<file path="config.mk">
export PLATFORM = sky130hd
export DESIGN_NAME = qam16_demod
export DESIGN_NICKNAME = d
export VERILOG_FILES = /design/src/rtl/qam16_demod.sv
export SDC_FILE = /design/constraint.sdc
export NUM_CORES = 1
export LEC_CHECK = 0
export ABC_CLOCK_PERIOD_IN_PS = 1800
export CAP_MARGIN = 20
export CORE_ASPECT_RATIO = 0.6
export CORE_UTILIZATION = 45
export DETAILED_ROUTE_END_ITERATION = 10
export GPL_TIMING_DRIVEN = 0
export PLACE_DENSITY = 0.8
export SYNTH_ARGS = -nofsm -noshare
export SYNTH_HDL_FRONTEND = slang
export SYNTH_SLANG_ARGS = --single-unit
</file>
<file path="constraint.sdc">
create_clock -name clk -period 1.8 [get_ports clk]
set_input_delay 0.36 -clock clk [delete_from_list [all_inputs] [get_ports clk]]
set_output_delay 0.36 -clock clk [all_outputs]
set_load 0.02 [all_outputs]
</file>
<file path="src/rtl/qam16_demod.sv">
`timescale 1ns/1ps
// ---------------------------------------------------------------------------
// qam16_demod
//
// 16-QAM hard-decision demodulator. Signed 8-bit I/Q samples arriving inside
// a start/done framed burst are sliced per axis to a 2-bit Gray code and
// combined into a 4-bit symbol. The decision is I in [3:2] and Q in [1:0].
// A low-confidence flag marks symbols where either component lay close to a
// decision threshold. A saturating counter reports how many symbols the
// current or most recent burst produced.
//
// Parameters
//   AMP     unit constellation amplitude; levels are +-AMP and +-3*AMP (1..42)
//   MARGIN  half-width of the low-confidence band around each threshold
//           (0 .. AMP-1)
//
// Ports
//   clk           single clock, rising edge
//   rst           asynchronous reset, active low
//   start         opens a burst (only while idle)
//   I_data        in-phase sample, signed
//   Q_data        quadrature sample, signed
//   data_valid_i  I/Q sample valid this cycle
//   done_flag_i   end of burst (only while running)
//   symbol        decided Gray symbol, holds between valid outputs
//   conf_low      low-confidence flag for symbol, holds between valid outputs
//   data_valid_o  symbol/conf_low valid this cycle
//   done_flag_o   one-cycle end-of-burst pulse
//   sym_count     symbols output in the current/last burst, saturating
//   busy          high while a burst is running or flushing
// ---------------------------------------------------------------------------
module qam16_demod #(
  parameter int AMP    = 32,
  parameter int MARGIN = 4
) (
  input  logic              clk,
  input  logic              rst,
  input  logic              start,
  input  logic signed [7:0] I_data,
  input  logic signed [7:0] Q_data,
  input  logic              data_valid_i,
  input  logic              done_flag_i,
  output logic [3:0]        symbol,
  output logic              conf_low,
  output logic              data_valid_o,
  output logic              done_flag_o,
  output logic [15:0]       sym_count,
  output logic              busy
);

  // Thresholds are held at 10 bits so that x - t can never overflow, even
  // for -128 against +2*AMP or 127 against -2*AMP.
  localparam logic signed [9:0] THR_LO   = 10'(-2 * AMP);
  localparam logic signed [9:0] THR_MID  = 10'sd0;
  localparam logic signed [9:0] THR_HI   = 10'(2 * AMP);
  localparam logic signed [9:0] MARGIN_S = 10'(MARGIN);

  typedef enum logic [1:0] {
    IDLE,
    RUN,
    FLUSH
  } state_t;

  state_t state;

  // Gray mapping of one axis. A value sitting exactly on a threshold belongs
  // to the region above it, which falls out of using strict less-than.
  function automatic logic [1:0] slice_axis(input logic signed [9:0] x);
    if (x < THR_LO) begin
      return 2'b00;
    end else if (x < THR_MID) begin
      return 2'b01;
    end else if (x < THR_HI) begin
      return 2'b11;
    end else begin
      return 2'b10;
    end
  endfunction

  // True when x is strictly closer than MARGIN to threshold t. With
  // MARGIN = 0 the magnitude can never be below it, so the flag stays low.
  function automatic logic near_threshold(input logic signed [9:0] x,
                                          input logic signed [9:0] t);
    logic signed [9:0] diff;
    logic signed [9:0] mag;
    diff = x - t;
    mag  = diff[9] ? -diff : diff;
    return mag < MARGIN_S;
  endfunction

  logic signed [9:0] i_ext;
  logic signed [9:0] q_ext;
  logic [1:0]        i_dec;
  logic [1:0]        q_dec;
  logic              conf_next;
  logic              accept_sample;
  logic              accept_done;

  // Stage 1 registers
  logic              s1_valid;
  logic              s1_done;
  logic [3:0]        s1_sym;
  logic              s1_conf;

  // Samples and the done marker are only taken while a burst is running;
  // anything presented while idle or flushing is dropped here.
  assign accept_sample = (state == RUN) && data_valid_i;
  assign accept_done   = (state == RUN) && done_flag_i;

  // Sign-extend to 10 bits, then slice both axes and evaluate the
  // confidence band around all three thresholds on both axes.
  always_comb begin
    i_ext     = {{2{I_data[7]}}, I_data};
    q_ext     = {{2{Q_data[7]}}, Q_data};
    i_dec     = slice_axis(i_ext);
    q_dec     = slice_axis(q_ext);
    conf_next = near_threshold(i_ext, THR_LO) |
                near_threshold(i_ext, THR_MID) |
                near_threshold(i_ext, THR_HI) |
                near_threshold(q_ext, THR_LO) |
                near_threshold(q_ext, THR_MID) |
                near_threshold(q_ext, THR_HI);
  end

  // Burst framing. busy is registered alongside the state so it rises the
  // cycle after start is taken. Leaving FLUSH is keyed off done_flag_o,
  // so the FSM is back in IDLE the cycle after the end pulse.
  always_ff @(posedge clk or negedge rst) begin
    if (!rst) begin
      state <= IDLE;
      busy  <= 1'b0;
    end else begin
      case (state)
        IDLE: begin
          if (start) begin
            state <= RUN;
            busy  <= 1'b1;
          end
        end
        RUN: begin
          if (done_flag_i) begin
            state <= FLUSH;
          end
        end
        FLUSH: begin
          if (done_flag_o) begin
            state <= IDLE;
            busy  <= 1'b0;
          end
        end
        default: begin
          state <= IDLE;
          busy  <= 1'b0;
        end
      endcase
    end
  end

  // Stage 1: markers always advance; the decision payload only loads when a
  // sample is accepted so it does not toggle on empty cycles.
  always_ff @(posedge clk or negedge rst) begin
    if (!rst) begin
      s1_valid <= 1'b0;
      s1_done  <= 1'b0;
      s1_sym   <= 4'd0;
      s1_conf  <= 1'b0;
    end else begin
      s1_valid <= accept_sample;
      s1_done  <= accept_done;
      if (accept_sample) begin
        s1_sym  <= {i_dec, q_dec};
        s1_conf <= conf_next;
      end
    end
  end

  // Stage 2: output registers. symbol and conf_low keep the last decision
  // while no new sample is coming out of the pipeline.
  always_ff @(posedge clk or negedge rst) begin
    if (!rst) begin
      data_valid_o <= 1'b0;
      done_flag_o  <= 1'b0;
      symbol       <= 4'd0;
      conf_low     <= 1'b0;
    end else begin
      data_valid_o <= s1_valid;
      done_flag_o  <= s1_done;
      if (s1_valid) begin
        symbol   <= s1_sym;
        conf_low <= s1_conf;
      end
    end
  end

  // Symbol counter: cleared when a new burst opens, otherwise counts every
  // cycle that presents a valid symbol and sticks at all-ones.
  always_ff @(posedge clk or negedge rst) begin
    if (!rst) begin
      sym_count <= 16'd0;
    end else if ((state == IDLE) && start) begin
      sym_count <= 16'd0;
    end else if (data_valid_o && (sym_count != 16'hFFFF)) begin
      sym_count <= sym_count + 16'd1;
    end
  end

endmodule

</file>
---- Word level (Yosys, flattened, before mapping) ----
Cells that the tools add are included.
storage, ports and cells
  register bits after elaboration ......... 33
  bits of input ports ..................... 21
  logic and storage cells ................. 75
cells by class
  magnitude comparators ................... 12
  equality and inequality tests ........... 6
  reduce and logical (&&, ||, !) cells .... 8
  $add $sub $neg .......................... 11
  multiplexer cells ....................... 21
  bitwise gates (word level) .............. 6
operator list
  kind                                                                           count
  10-bit by 4-bit less-than comparator with 1-bit output, second input constant  6
  10-bit 2-to-1 mux                                                              6
  9-bit negation with 10-bit output                                              4
  16-bit 2-to-1 mux                                                              2
  8-bit negation with 10-bit output                                              2
  8-bit by 7-bit subtractor with 9-bit output, second input constant             2
  8-bit by 8-bit subtractor with 9-bit output, second input constant             2
  16-bit by 1-bit adder with 16-bit output, second input constant                1
  8-bit by 1-bit less-than comparator with 1-bit output, second input constant   2
  8-bit by 7-bit less-than comparator with 1-bit output, second input constant   2
  8-bit less-than comparator, second input constant                              2
  16-bit != test, second input constant                                          1
  2-bit 2-to-1 mux                                                               7
  2-bit != test, second input constant                                           3
  2-bit one-hot mux with 3 select lines                                          1
  3-bit AND reduction                                                            2
  1-bit OR                                                                       5
  1-bit logical AND                                                              4
  1-bit 2-to-1 mux                                                               4
  1-bit one-hot mux with 3 select lines                                          1
  2-bit by 1-bit equality test with 1-bit output, second input constant          1
  2-bit equality test, second input constant                                     1
  2-bit logical NOT                                                              1
  2-bit nonzero test                                                             1
  1-bit inverter                                                                 1

---- Longest topological paths before layout ----
Gate-level depths: netlist of run 1.
  word-level depth ........................ 9
  gate-level depth with buffers ........... 7
  gate-level depth less buffers ........... 7

---- Least setup slack after synthesis of run 1 ----
Ideal clock, no wire load.
  path kind ............................... register -> register
  from .................................... register sym_count[0]
  to ...................................... register sym_count[14]
  clock period less this slack ............ 1670 ps
  arrival time ............................ 1538 ps
  cell stages (with the launch flop) ...... 7
  required time ........................... 1668 ps
  path slack .............................. 130 ps
  cells stage by stage .................... dfrtp_1 ha_1 nand3_1 nor3_1 nand4_1 xor2_1 nor2_1
on the way
  word-level cells in the longest chain between the ends .. 3
  elaborated cells on any way between the ends .. 6
ends and longest elaborated chain
  what                                                                               RTL line  text
  start, declared                                                                    47        output logic [15:0] sym_count,
  start signal, assigned                                                             203       sym_count <= sym_count + 16'd1;
  16-bit by 1-bit adder with 16-bit output / 16-bit != test (equally long branches)  203, 202
  16-bit 2-to-1 mux / 1-bit logical AND (equally long branches)                      202       end else if (data_valid_o && (sym_count != 16'hFFFF)) begin
  16-bit 2-to-1 mux / 2-bit nonzero test (equally long branches)                     -
Parallel ways exist; a longest one is shown, timed or not. The select of a mux whose other input is x is not followed.
A chain may end at the register's enable or synchronous reset.

---- Worst setup path after layout of run 1 ----
  from .................................... register sym_count[7]
  to ...................................... output sym_count[7]
No word-level cell between the ends.

==> results.sh, run 1 <==
export IMPL_num_antenna_cells=0
export IMPL_worst_hold_path_type="in2async"
export IMPL_status="completed"
export IMPL_crit_path_start="sym_count[7]"
export IMPL_path_class="reg2out"
export IMPL_path_buf_inv=1
export IMPL_clkTransAtPathRegs_ns=0.07
export IMPL_crit_fanout=6
export IMPL_clk_latency_ns=0.29
export IMPL_drt_initial_drc_count=133
export IMPL_drv_slew=0
export IMPL_setup_tns_ns=0
export IMPL_die_h_microns=50.91
export IMPL_synth_most_common_cell="dfrtp_1"
export IMPL_num_rows=17
export IMPL_die_w_microns=83.52
export IMPL_arrival_ns=1.38
export IMPL_postSynthCellCount=174
export IMPL_drc=0
export IMPL_routedWlPerCell_microns=14.65
export IMPL_num_vias=1514
export IMPL_worstMarginPinSlew_ns=0.7163
export IMPL_setup_violations=0
export IMPL_cap_violations=0
export IMPL_totalWireLength_microns=3999
export IMPL_synth_warnings=0
export IMPL_dp_hpwl_microns=2901
export IMPL_clock_sinks=33
export IMPL_fin_nets=256
export IMPL_ctsHoldBuffers=0
export IMPL_avgSynthCellArea_sq_um=10.31
export IMPL_rsz0062_at_grt="true"
export IMPL_power_density_mw_per_mm2=1036
export IMPL_syn_nets=205
export IMPL_synth_seq_area_share_pct=46.03
export IMPL_drive_gt1_share_pct=13.27
export IMPL_ys_async_sr_fraction_pct=100.0
export IMPL_cts_buffers_inserted=5
export IMPL_fin_skew_ns=0.01100
export IMPL_portBuffers=44
export IMPL_first_global_vias=1348
export IMPL_cp_top_family="buffers and inverters"
export IMPL_post_cts_buffers=0
export IMPL_cts_resized=7
export IMPL_antenna_found_initial=0
export IMPL_cp_required_ns=1.44
export IMPL_path_cells="clkdlybuf4s50_1"
export IMPL_fin_crit_sh_pct=96.55
export IMPL_ys_flop_type="dfrtp_1"
export IMPL_gr_usage_all_layers_pct=20.41
export IMPL_slowest_delay_ns=0.64
export IMPL_end_kind="output pin"
export IMPL_synth_area_top_cells="dfrtp_1, ha_1, nor2_1"
export IMPL_max_clock_freq_mhz=575.4
export IMPL_cts_tree="built"
export IMPL_synth_seq_cells=33
export IMPL_place_gp_congestion=0.8148
export IMPL_areaGrowthSynthToFinish_pct=36.12
export IMPL_holdWs_ns=0.1148
export IMPL_firstDrtPassIters=4
export IMPL_synth_distinct_cells=43
export IMPL_htreeDepth=2
export IMPL_ir_drop_mv=0.7198
export IMPL_dieArea_sq_mm=0.004252
export IMPL_synth_top_area_share_pct=46.03
export IMPL_grt_overflow_total=0
export IMPL_vias_per_cell=5.546
export IMPL_crit_slowest_cell="clkdlybuf4s50_1"
export IMPL_dpl_cell_count=265
export IMPL_io_pins=45
export IMPL_max_slew_margin_rel_pct=52.25
export IMPL_initial_core_util_pct=47.93
export IMPL_instances_no_fill=273
export IMPL_period_needed_ns=1.738
export IMPL_power_leakage_nw=1.191
export IMPL_r2r_start="sym_count[0]"
export IMPL_clockBufferDepth=2
export IMPL_cp_start_kind="register"
export IMPL_ant_nets=0
export IMPL_cts_root_buf="clkbuf_8"
export IMPL_finalHoldViolations=0
export IMPL_grt_pass1_wl_microns=6582
export IMPL_synth_edf_count=0
export IMPL_synth_area_sq_mm=0.001794
export IMPL_yosys_area_top_type="dfrtp_1"
export IMPL_grt_max_degree=34
export IMPL_yosys_top_cells_count="dfrtp_1, nor2_1, nand2_1"
export IMPL_core_sq_mm=0.003744
-- final cells by class --
cell class / instances / area (sq um)
Timing Repair Buffer: 44 / 444.2
Buffer: 2 / 7.507
Multi-Input combinational cell: 130 / 954.7
Clock inverter: 1 / 30.03
Clock buffer: 7 / 86.33
Inverter: 9 / 33.78
Sequential cell: 33 / 827.0
Tap cell: 47 / 58.81
Fill cell: 325 / 1301
-- cells in the final DEF, fill, tap and decap left out, types with 2 or more instances in the layout --
| cell | count |
|---|---|
| nand3_1 | 2 |
| dfrtp_1 | 32 |
| nor3_1 | 2 |
| clkbuf_8 | 6 |
| o31ai_1 | 3 |
| a21oi_1 | 3 |
| clkbuf_1 | 3 |
| and3_1 | 2 |
| dlygate4sd2_1 | 5 |
| nand2_1 | 13 |
| o22ai_1 | 3 |
| o211ai_1 | 2 |
| clkdlybuf4s50_1 | 32 |
| nor2_1 | 24 |
| mux2_2 | 5 |
| a31oi_1 | 5 |
| o21ai_0 | 10 |
| xor2_1 | 9 |
| a211oi_1 | 2 |
| nor4_1 | 2 |
| inv_1 | 9 |
| ha_1 | 9 |
| nand4_1 | 7 |
| dlymetal6s2s_1 | 6 |
-- state kept, by name, summed over array words and instances (netlist names) --
signal and flops:
sym_count 16, s1_sym 4, symbol 4, state 2, busy 1, conf_low 1
data_valid_o 1, done_flag_o 1, s1_conf 1, s1_done 1, s1_valid 1
-- report_power, final --
| part | switching [mW] | internal [mW] | leakage [nW] |
|---|---|---|---|
| clock network | 0.279 | 0.451 | 0.0585 |
| logic | 0.358 | 0.355 | 0.699 |
| registers | 0.169 | 0.918 | 0.434 |
| total | 0.805 | 1.72 | 1.19 |
-- logic make-up after synthesis --
family          share of synthesized area, %
simple gates                           21.62
compound gates                         14.99
flops                                  46.02
buf+inv                                2.301
fa+ha+maj                              6.974
xor+xnor                               4.394
mux                                    3.696
-- per-layer routing --
| metal | wire length [microns] | up-vias | track usage (%) |
|---|---|---|---|
| met4 | 75 | 0 | 9.322 |
| met2 | 1664 | 44 | 28.69 |
| met3 | 210 | 6 | 5.331 |
| met5 | 0 | - | 0 |
| met1 | 2049 | 724 | 29.50 |
| li1 | - | 740 | - |
-- metrics by stage --
stage | area, sq um | setup slack, ns | power, mW | utilization (%)
after floorplan | 1794 | 0.1302 | 1.458 | -
after global placement | 2293 | -0.3701 | 1.781 | 61.26
after detailed placement | 2288 | -0.4042 | 1.800 | 61.13
after CTS | 2405 | 0.01349 | 2.530 | 64.24
after global routing | 2442 | -0.004442 | 2.659 | 65.24
final | 2442 | 0.06214 | 2.529 | 65.24
-- worst paths after layout --
check | endpoint | slack (ns) | cells after the start
worst max-delay path | sym_count[7] | 0.06 | 1
worst min-delay path | sym_count[12] | 0.11 | 1
worst max register to register | sym_count[14] | 0.10 | 6
worst min register to register | done_flag_o | 0.36 | 0
max in group asynchronous | data_valid_o | 1.18 | 1
min in group clk | done_flag_o | 0.36 | 0
(Power assumes the default switching activity.)
==> run 2, diff against run 1 <==
--- a/config.mk
+++ b/config.mk
@@ -5,7 +5,7 @@
 export SDC_FILE = /design/constraint.sdc
 export NUM_CORES = 1
 export LEC_CHECK = 0
-export ABC_CLOCK_PERIOD_IN_PS = 1800
+export ABC_CLOCK_PERIOD_IN_PS = 2000
 export CAP_MARGIN = 20
 export CORE_ASPECT_RATIO = 0.6
 export CORE_UTILIZATION = 45
==> constraint.sdc (replaced) <==
create_clock -name clk -period 2 [get_ports clk]
set_input_delay 0.4 -clock clk [delete_from_list [all_inputs] [get_ports clk]]
set_output_delay 0.4 -clock clk [all_outputs]
set_load 0.02 [all_outputs]
==> results.sh, run 2 (synthesized netlist as in run 1, its figures left out) <==
export IMPL_p_sw_uw=722.5
export IMPL_rsz0062_at_grt="false"
export IMPL_max_clock_freq_mhz=533.7
export IMPL_seqPwrFrac_pct=42.8
export IMPL_cts_tree="built"
export IMPL_antenna_found_initial=0
export IMPL_grt_max_degree=34
export IMPL_first_global_vias=1346
export IMPL_dp_slack_ns=-0.2442
export IMPL_io_pins=45
export IMPL_die_w_microns=83.52
export IMPL_place_area_sq_mm=0.002288
export IMPL_die_h_microns=50.91
export IMPL_num_antenna_cells=0
export IMPL_firstDrtPassIters=4
export IMPL_setup_tns_ns=0
export IMPL_path_cells="clkdlybuf4s50_1"
export IMPL_setup_violations=0
export IMPL_grt_pass1_wl_microns=6596
export IMPL_largest_reg_flops=16
export IMPL_end_kind="output pin"
export IMPL_p_int_mw=1.550
export IMPL_routedWlPerCell_microns=14.78
export IMPL_top_register="sym_count"
export IMPL_vias_per_cell=5.553
export IMPL_totalWireLength_microns=4035
export IMPL_htreeDepth=2
export IMPL_p_sw_share_pct=31.80
export IMPL_place_gp_congestion=0.8148
export IMPL_layout_commonest_cell="clkdlybuf4s50_1"
export IMPL_cap_violations=0
export IMPL_cts_buffers_inserted=5
export IMPL_finalHoldViolations=0
export IMPL_gr_usage_all_layers_pct=20.49
export IMPL_grt_overflow_total=0
export IMPL_rrSetupSlack_ns=0.23
export IMPL_arrival_ns=1.47
export IMPL_pwr_share_comb_pct=28.1
export IMPL_fin_skew_ns=0.01220
export IMPL_fin_crit_sh_pct=93.69
export IMPL_status="completed"
export IMPL_path_class="reg2out"
export IMPL_drc=0
export IMPL_cp_required_ns=1.60
export IMPL_crit_fanout=7
export IMPL_core_sq_mm=0.003744
export IMPL_clockBufferDepth=2
export IMPL_post_cts_buffers=0
export IMPL_cp_top_family="buffers and inverters"
export IMPL_drive_gt1_share_pct=11.50
export IMPL_fin_area_sq_mm=0.002415
export IMPL_power_frac_clock_pct=29.1
export IMPL_drv_slew=0
export IMPL_fin_ws_ns=0.1263
export IMPL_period_needed_ns=1.874
export IMPL_reg_largest_list="sym_count: 16 flops, s1_sym: 4 flops, symbol: 4 flops"
export IMPL_num_vias=1516
export IMPL_ant_nets=0
export IMPL_utilization_pct=64.51
export IMPL_power_leakage_nw=1.082
export IMPL_mostFrequentLayoutCells="clkdlybuf4s50_1, dfrtp_1, nor2_1"
export IMPL_fill_cells=328
export IMPL_clkTransAtPathRegs_ns=0.07
export IMPL_ir_drop_mv=0.6482
export IMPL_initial_core_util_pct=47.93
export IMPL_cp_start_kind="register"
export IMPL_path_buf_inv=1
export IMPL_slowest_delay_ns=0.66
export IMPL_holdWs_ns=0.1545
export IMPL_worst_hold_path_type="in2async"
export IMPL_fin_nets=256
export IMPL_dp_hpwl_microns=2901
export IMPL_clock_sinks=33
export IMPL_areaGrowthSynthToFinish_pct=34.59
export IMPL_power_density_mw_per_mm2=940.9
export IMPL_crit_slowest_cell="clkdlybuf4s50_1"
export IMPL_num_rows=17
export IMPL_clk_latency_ns=0.29
export IMPL_dieArea_sq_mm=0.004252
export IMPL_drt_initial_drc_count=113
export IMPL_cts_root_buf="clkbuf_8"
export IMPL_worstMarginPinSlew_ns=0.7219
export IMPL_max_slew_margin_rel_pct=51.87
export IMPL_portBuffers=44
[run 2: path summary, 6_finish.rpt]
| path | startpoint | end | cells past startpoint |
|---|---|---|---|
| min reg2reg | s1_done | done_flag_o | 0 |
| max | data_valid_o | data_valid_o | 1 |
| max reg2reg | sym_count[0] | sym_count[14] | 6 |
| min in group clk | s1_done | done_flag_o | 0 |
| max in group asynchronous | rst | s1_sym[1] | 1 |
| min | rst | sym_count[11] | 1 |
[run 2: timing repair]
action | CTS | global route
gates resized for setup | 0 | 3
hold buffers | 0 | 0
endpoints found under the setup margin | 0 | 2
[run 2: final cells by class]
cell class | count | area (sq um) | share of cell area (%)
flip-flops and latches | 33 | 825.8 | 34.20
clock inverters | 1 | 30.03 | 1.244
clock buffers | 7 | 86.33 | 3.575
plain buffers | 2 | 7.507 | 0.3109
inverters | 9 | 33.78 | 1.399
multi-input cells | 130 | 932.1 | 38.60
well taps | 47 | 58.81 | 2.435
repair buffers | 44 | 440.4 | 18.24
[run 2: metrics by stage]
| step | cells | power, mW |
|---|---|---|
| final | 273 | 2.272 |
| after global routing | 273 | 2.386 |
| after CTS | 273 | 2.280 |
| after detailed placement | 265 | 1.620 |
| after global placement | 265 | 1.603 |
| after floorplan | 174 | 1.312 |
[run 2: power by group through the flow]
stage	logic [mW]	registers, mW	clock network [mW]
after floorplan	0.268	1.04	0
after global placement	0.630	0.973	0
after detailed placement	0.640	0.980	0
after CTS	0.643	0.969	0.667
after global routing	0.697	0.988	0.701
final	0.638	0.972	0.662
[run 2: metal layers]
layer / GRT usage (%) / routed length (microns) / vias up
met5: 0 / 0 / -
met4: 9.322 / 75 / 0
met3: 5.331 / 204 / 6
met2: 28.55 / 1691 / 44
met1: 29.81 / 2063 / 726
li1: - / - / 740
==> run 3, diff against run 2 <==
--- a/config.mk
+++ b/config.mk
@@ -8,10 +8,12 @@
 export ABC_CLOCK_PERIOD_IN_PS = 2000
 export CAP_MARGIN = 20
 export CORE_ASPECT_RATIO = 0.6
+export CORE_MARGIN = 1.5
 export CORE_UTILIZATION = 45
+export CTS_CLUSTER_DIAMETER = 200
 export DETAILED_ROUTE_END_ITERATION = 10
 export GPL_TIMING_DRIVEN = 0
-export PLACE_DENSITY = 0.8
+export PLACE_DENSITY_LB_ADDON = 0.2
 export SYNTH_ARGS = -nofsm -noshare
 export SYNTH_HDL_FRONTEND = slang
 export SYNTH_SLANG_ARGS = --single-unit
==> results.sh, run 3 (synthesized netlist as in run 1, its figures left out) <==
export IMPL_status="completed"
export IMPL_path_class="in2reg"
export IMPL_first_global_vias=1461
export IMPL_path_cells="clkdlybuf4s50_1, inv_1, ha_1, o22ai_1, nor2_1, o311a_1, a31oi_1"
export IMPL_rsz0062_at_grt="false"
export IMPL_drt_initial_drc_count=67
export IMPL_routedWlPerCell_microns=15.06
export IMPL_cap_violations=0
export IMPL_largest_reg_flops=16
export IMPL_max_clock_freq_mhz=528.9
export IMPL_clk_latency_ns=0.28
export IMPL_clock_sinks=33
export IMPL_firstDrtPassIters=4
export IMPL_drive_gt1_share_pct=11.06
export IMPL_end_kind="register"
export IMPL_setup_violations=0
export IMPL_grt_overflow_total=0
export IMPL_crit_fanout=4
export IMPL_rrSetupSlack_ns=0.22
export IMPL_clkTransAtPathRegs_ns=0.06
export IMPL_core_sq_mm=0.003744
export IMPL_power_leakage_nw=1.090
export IMPL_dp_hpwl_microns=3250
export IMPL_io_pins=45
export IMPL_totalWireLength_microns=4112
export IMPL_arrival_ns=2.09
export IMPL_num_vias=1508
export IMPL_r2r_start="sym_count[0]"
export IMPL_num_rows=17
export IMPL_dieArea_sq_mm=0.004387
export IMPL_max_slew_margin_rel_pct=50.97
export IMPL_worst_r2r_path_depth=5
export IMPL_crit_slowest_cell="clkdlybuf4s50_1"
export IMPL_num_antenna_cells=0
export IMPL_die_h_microns=51.91
export IMPL_die_w_microns=84.52
export IMPL_clockBufferDepth=2
export IMPL_grt_max_degree=21
export IMPL_mostFrequentLayoutCells="clkdlybuf4s50_1, dfrtp_1, nor2_1"
export IMPL_vias_per_cell=5.524
export IMPL_initial_core_util_pct=47.93
export IMPL_crit_path_start="Q_data[7]"
export IMPL_holdPathStages=0
export IMPL_areaGrowthSynthToFinish_pct=34.87
export IMPL_fin_nets=257
export IMPL_power_density_mw_per_mm2=880.2
export IMPL_cts_tree="built"
export IMPL_endpoint="s1_conf"
export IMPL_ant_nets=0
export IMPL_worst_hold_path_type="reg2reg"
export IMPL_cts_buffers_inserted=5
export IMPL_place_gp_congestion=0.8432
export IMPL_ir_drop_mv=0.6833
export IMPL_portBuffers=44
export IMPL_drv_slew=0
export IMPL_gr_usage_all_layers_pct=20.87
export IMPL_drc=0
export IMPL_utilization_pct=64.64
export IMPL_r2r_end="sym_count[3]"
export IMPL_htreeDepth=2
export IMPL_cp_start_kind="input pin"
export IMPL_worstMarginPinSlew_ns=0.7331
export IMPL_antenna_found_initial=0
export IMPL_cts_root_buf="clkbuf_8"
export IMPL_reg_largest_list="sym_count: 16 flops, s1_sym: 4 flops, symbol: 4 flops"
export IMPL_finalHoldViolations=0
export IMPL_top_register="sym_count"
export IMPL_slowest_delay_ns=0.54
export IMPL_layout_commonest_cell="clkdlybuf4s50_1"
export IMPL_period_needed_ns=1.891
export IMPL_grt_pass1_wl_microns=7031
export IMPL_ctsHoldBuffers=0
export IMPL_fin_crit_sh_pct=94.54
export IMPL_total_power_mw=2.130
export IMPL_cp_required_ns=2.20
export IMPL_fin_skew_ns=0.004875
==> run 3: cell count changes in the layout (fill, tap and decap cells not counted) <==
cell / delta
buf_16: +1
buf_2: -1
bufinv_16: -1
dlymetal6s2s_1: +1
==> run 3: timing repair <==
item,in CTS,in global routing
setup buffers,0,0
gates resized for setup,0,4
endpoints found under the setup margin,0,3
==> run 3: through the flow <==
stage                     setup WS, ns  TNS [ns]  instance area [sq um]  instances  hold WS [ns]
after global placement         -0.1612   -0.8903                   2293        265        0.3391
after floorplan                 0.3302         0                   1794        174        0.1044
after detailed placement       -0.2489   -0.6820                   2321        266        0.3364
after CTS                      0.03539         0                   2407        273        0.3509
after global routing           0.02785         0                   2420        273        0.3688
final                           0.1091         0                   2420        273        0.3479
==> run 3: worst min-delay path by stage <==
stage	from	slack [ns]	to
after global routing	s1_done	0.37	done_flag_o
after detailed placement	s1_done	0.34	done_flag_o
after CTS	s1_done	0.35	done_flag_o
after floorplan	rst	0.10	busy
final	s1_done	0.35	done_flag_o
after global placement	s1_done	0.34	done_flag_o
==> run 3: critical path, delay by kind of cell <==
family | cells | cell delay (ns)
compound gates | 3 | 0.66
fa+ha+maj | 1 | 0.32
buf+inv | 2 | 0.65
simple gates | 1 | 0.07
==> run 3: cell type report <==
| class | instances | area (sq um) |
|---|---|---|
| tap | 47 | 58.81 |
| multi-input combinational | 130 | 932.1 |
| clock buffer | 7 | 86.33 |
| inverter | 9 | 33.78 |
| fill | 284 | 1324 |
| timing repair buffer | 45 | 475.5 |
| sequential | 33 | 825.8 |
| buffer | 2 | 7.507 |
==> run 3: power breakdown <==
part           leakage [nW]  switching (mW)  internal [mW]
logic                 0.610           0.334          0.326
clock network        0.0443           0.222          0.273
registers             0.435           0.150          0.825
total                  1.09           0.706           1.42
==> run 3: metal layers <==
metal  up-vias  wire (microns)  track usage, %
li1        737               -               -
met1       726            2019           28.08
met2        35            1835           32.94
met3        10             186           5.714
met4         0              70           7.258
met5         -               0               0
==> patch, RTL diff (flow settings as in run 1) <==
The 3 states of `state_t` get a one-hot encoding in 3 bits.
--- a/src/rtl/qam16_demod.sv
+++ b/src/rtl/qam16_demod.sv
@@ -56,8 +56,8 @@
   localparam logic signed [9:0] MARGIN_S = 10'(MARGIN);
 
-  typedef enum logic [1:0] {
-    IDLE,
-    RUN,
-    FLUSH
+  typedef enum logic [2:0] {
+    IDLE  = 3'b001,
+    RUN   = 3'b010,
+    FLUSH = 3'b100
   } state_t;
 
Formal check against the unedited RTL: no difference found for any inputs over 10 cycles, from zero or initial values and one cycle with rst low; not proved beyond that.
==> patch against run 1 <==
  * Maximum frequency fell by 3.5%
  * The flow now finishes with violations (setup timing)
  * Critical endpoint is now sym_count[9]$_DFFE_PN0P_
  * Global-route usage grew 1.1 points
  * Cell area is 13% higher
  * Worst setup slack lost 0.063 ns
  * Sequential cell count rose by 1
  * Critical path type is now reg2reg
  * Synthesized area increased by 8.2%
  * Clock power fell by 28%
  * Count of clock-buffer cells in the layout increased by 1
  * Critical path depth is 5 higher
  * Power down 8.8%
  * Wire length is 18% higher
==> patch: results (changes against run 1) <==
Layout
  – Share of layout cells above drive strength 1: 0.195 (was 0.133)
  – Layout filler cell count: 314 (was 325)
  – Final net count: 287 (was 256)
  – Ant diodes: 0 (unchanged)
  – Final Non-Filler Cells: 316 (was 273)

Setup path
  – Crit path DAT: 1.97 ns (was 1.38 ns)
  – WP depth: 6 (was 1)
  – CP Max Fanout: 5 (was 6)
  – Worst path slowest cell: nor4_4 (was clkdlybuf4s50_1)
  – Delay-heaviest family, CP: simple AND/OR/NAND/NOR gates (was buffers and inverters)
  – Largest stage delay, worst path: 0.45 ns (was 0.64 ns)

Global route
  – Pin count of the biggest net entering global routing: 35 (was 34)
  – GRT Total Usage: 0.215 (was 0.204)
  – Vias in the first global route: 1,552 (was 1,348)
  – First-pass GRT wire length: 7340 µm (was 6580 µm)

Outcome
  – Failing checks: setup timing
  – Outcome: finished with violations (was finished clean)

Power
  – Peak supply drop: 0.000330 V (was 0.000720 V)
  – P_int: 1.56 mW (was 1.72 mW)
  – Lkg Pwr: 1.26 nW (was 1.19 nW)

STA
  – Final setup viols: 1 (was 0)
  – Slew @ Worst Pin: 0.751 ns (was 0.716 ns)
  – Post-route setup slack: -0.00134 ns (was 0.0621 ns)
  – Clock Skew: 0.00235 ns (was 0.0110 ns)

Routing
  – DRT iter0 DRCs: 108 (was 133)
  – Vias per std cell: 5.59 (was 5.55)
  – DR WL/cell: 14.9 µm (was 14.6 µm)

Placement
  – Placed wire-length estimate: 3140 µm (was 2900 µm)
  – GPL Wtd Cong: 0.873 (was 0.815)
  – Dpl cells: 299 (was 265)

Clock tree
  – Max H-tree Level: 2 (unchanged)
  – Clk pin slew, worst setup/hold paths: approximately 0.060 ns

Synthesis
  – Syn nets: 227 (was 205)
  – Most frequent cells after synthesis: dfrtp_1, nor2_1, nand2_1 (unchanged)
  – Seq/Total Area, Yosys: 0.439 (was 0.460)
  – Synth unique cells: 44 (was 43)
  – Cells after Synth: 195 (was 174)
  – Most area-consuming cells after synthesis: dfrtp_1, ha_1, nor2_1 (unchanged)

Min path
  – Hold Path Class: in2async (unchanged)
[patch: metal layers]
layer	up-vias	wire length [µm]	track usage	share of wire
met3	5	278	0.0608	0.059
met4	0	44	0.0889	0.0093
li1	832	-	-	-
met5	-	0	0	0
met1	859	2300	0.290	0.49
met2	70	2090	0.325	0.44
[patch: path summary, 6_finish.rpt]
check | start | to | slack (ns)
max in group asynchronous | rst | s1_sym[2]$_DFFE_PN0P_ | 1.18
min in group clk | s1_done$_DFF_PN0_ | done_flag_o$_DFF_PN0_ | 0.35
setup / recovery | sym_count[0]$_DFFE_PN0P_ | sym_count[9]$_DFFE_PN0P_ | -0.001
hold / removal | rst | done_flag_o$_DFF_PN0_ | 0.15
setup reg to reg | sym_count[0]$_DFFE_PN0P_ | sym_count[9]$_DFFE_PN0P_ | -0.001
hold reg to reg | s1_done$_DFF_PN0_ | done_flag_o$_DFF_PN0_ | 0.35
[patch: final cells by class]
type,instances,area share
plain buffers,3,0.00819
repair buffers,53,0.188
inverters,11,0.0150
multi-input cells,147,0.422
clock buffers,8,0.0291
well taps,60,0.0273
flip-flops and latches,34,0.310
[patch: what timing repair did]
action,4_1_cts,5_1_grt
setup buffers,6,3
gates resized for setup,14,29
pin swaps,5,8
setup endpoints to repair,13,21
[patch: kinds of logic after synthesis]
family,after synthesis,share of synthesized area
adder cells (fa/ha/maj),11,0.0709
multiplexers,8,0.0457
XOR/XNOR,11,0.0496
AND/OR/NAND/NOR,89,0.269
buffers and inverters,14,0.0271
flip-flops,34,0.439
AO/OA/AOI/OAI,28,0.0992
[patch: power groups by stage]
stage	clock network, mW	logic [mW]	registers, mW
2_1_floorplan	0	0.299	1.12
3_3_place_gp	0	0.656	1.06
3_5_place_dp	0	0.670	1.07
4_1_cts	0.535	0.716	1.04
5_1_grt	0.574	0.793	1.06
6_report	0.526	0.736	1.04
[patch: stage by stage]
stage                     area [µm²]  setup WS (ns)  setup TNS (ns)  hold WS [ns]
final                           2750       -0.00134        -0.00134         0.148
after global routing            2750        -0.0720          -0.318         0.204
after CTS                       2620        -0.0901         -0.0901         0.163
after detailed placement        2460         -0.699           -4.96         0.340
after global placement          2460         -0.674          -15.07         0.333
after floorplan                 1950         0.0120               0        0.0644
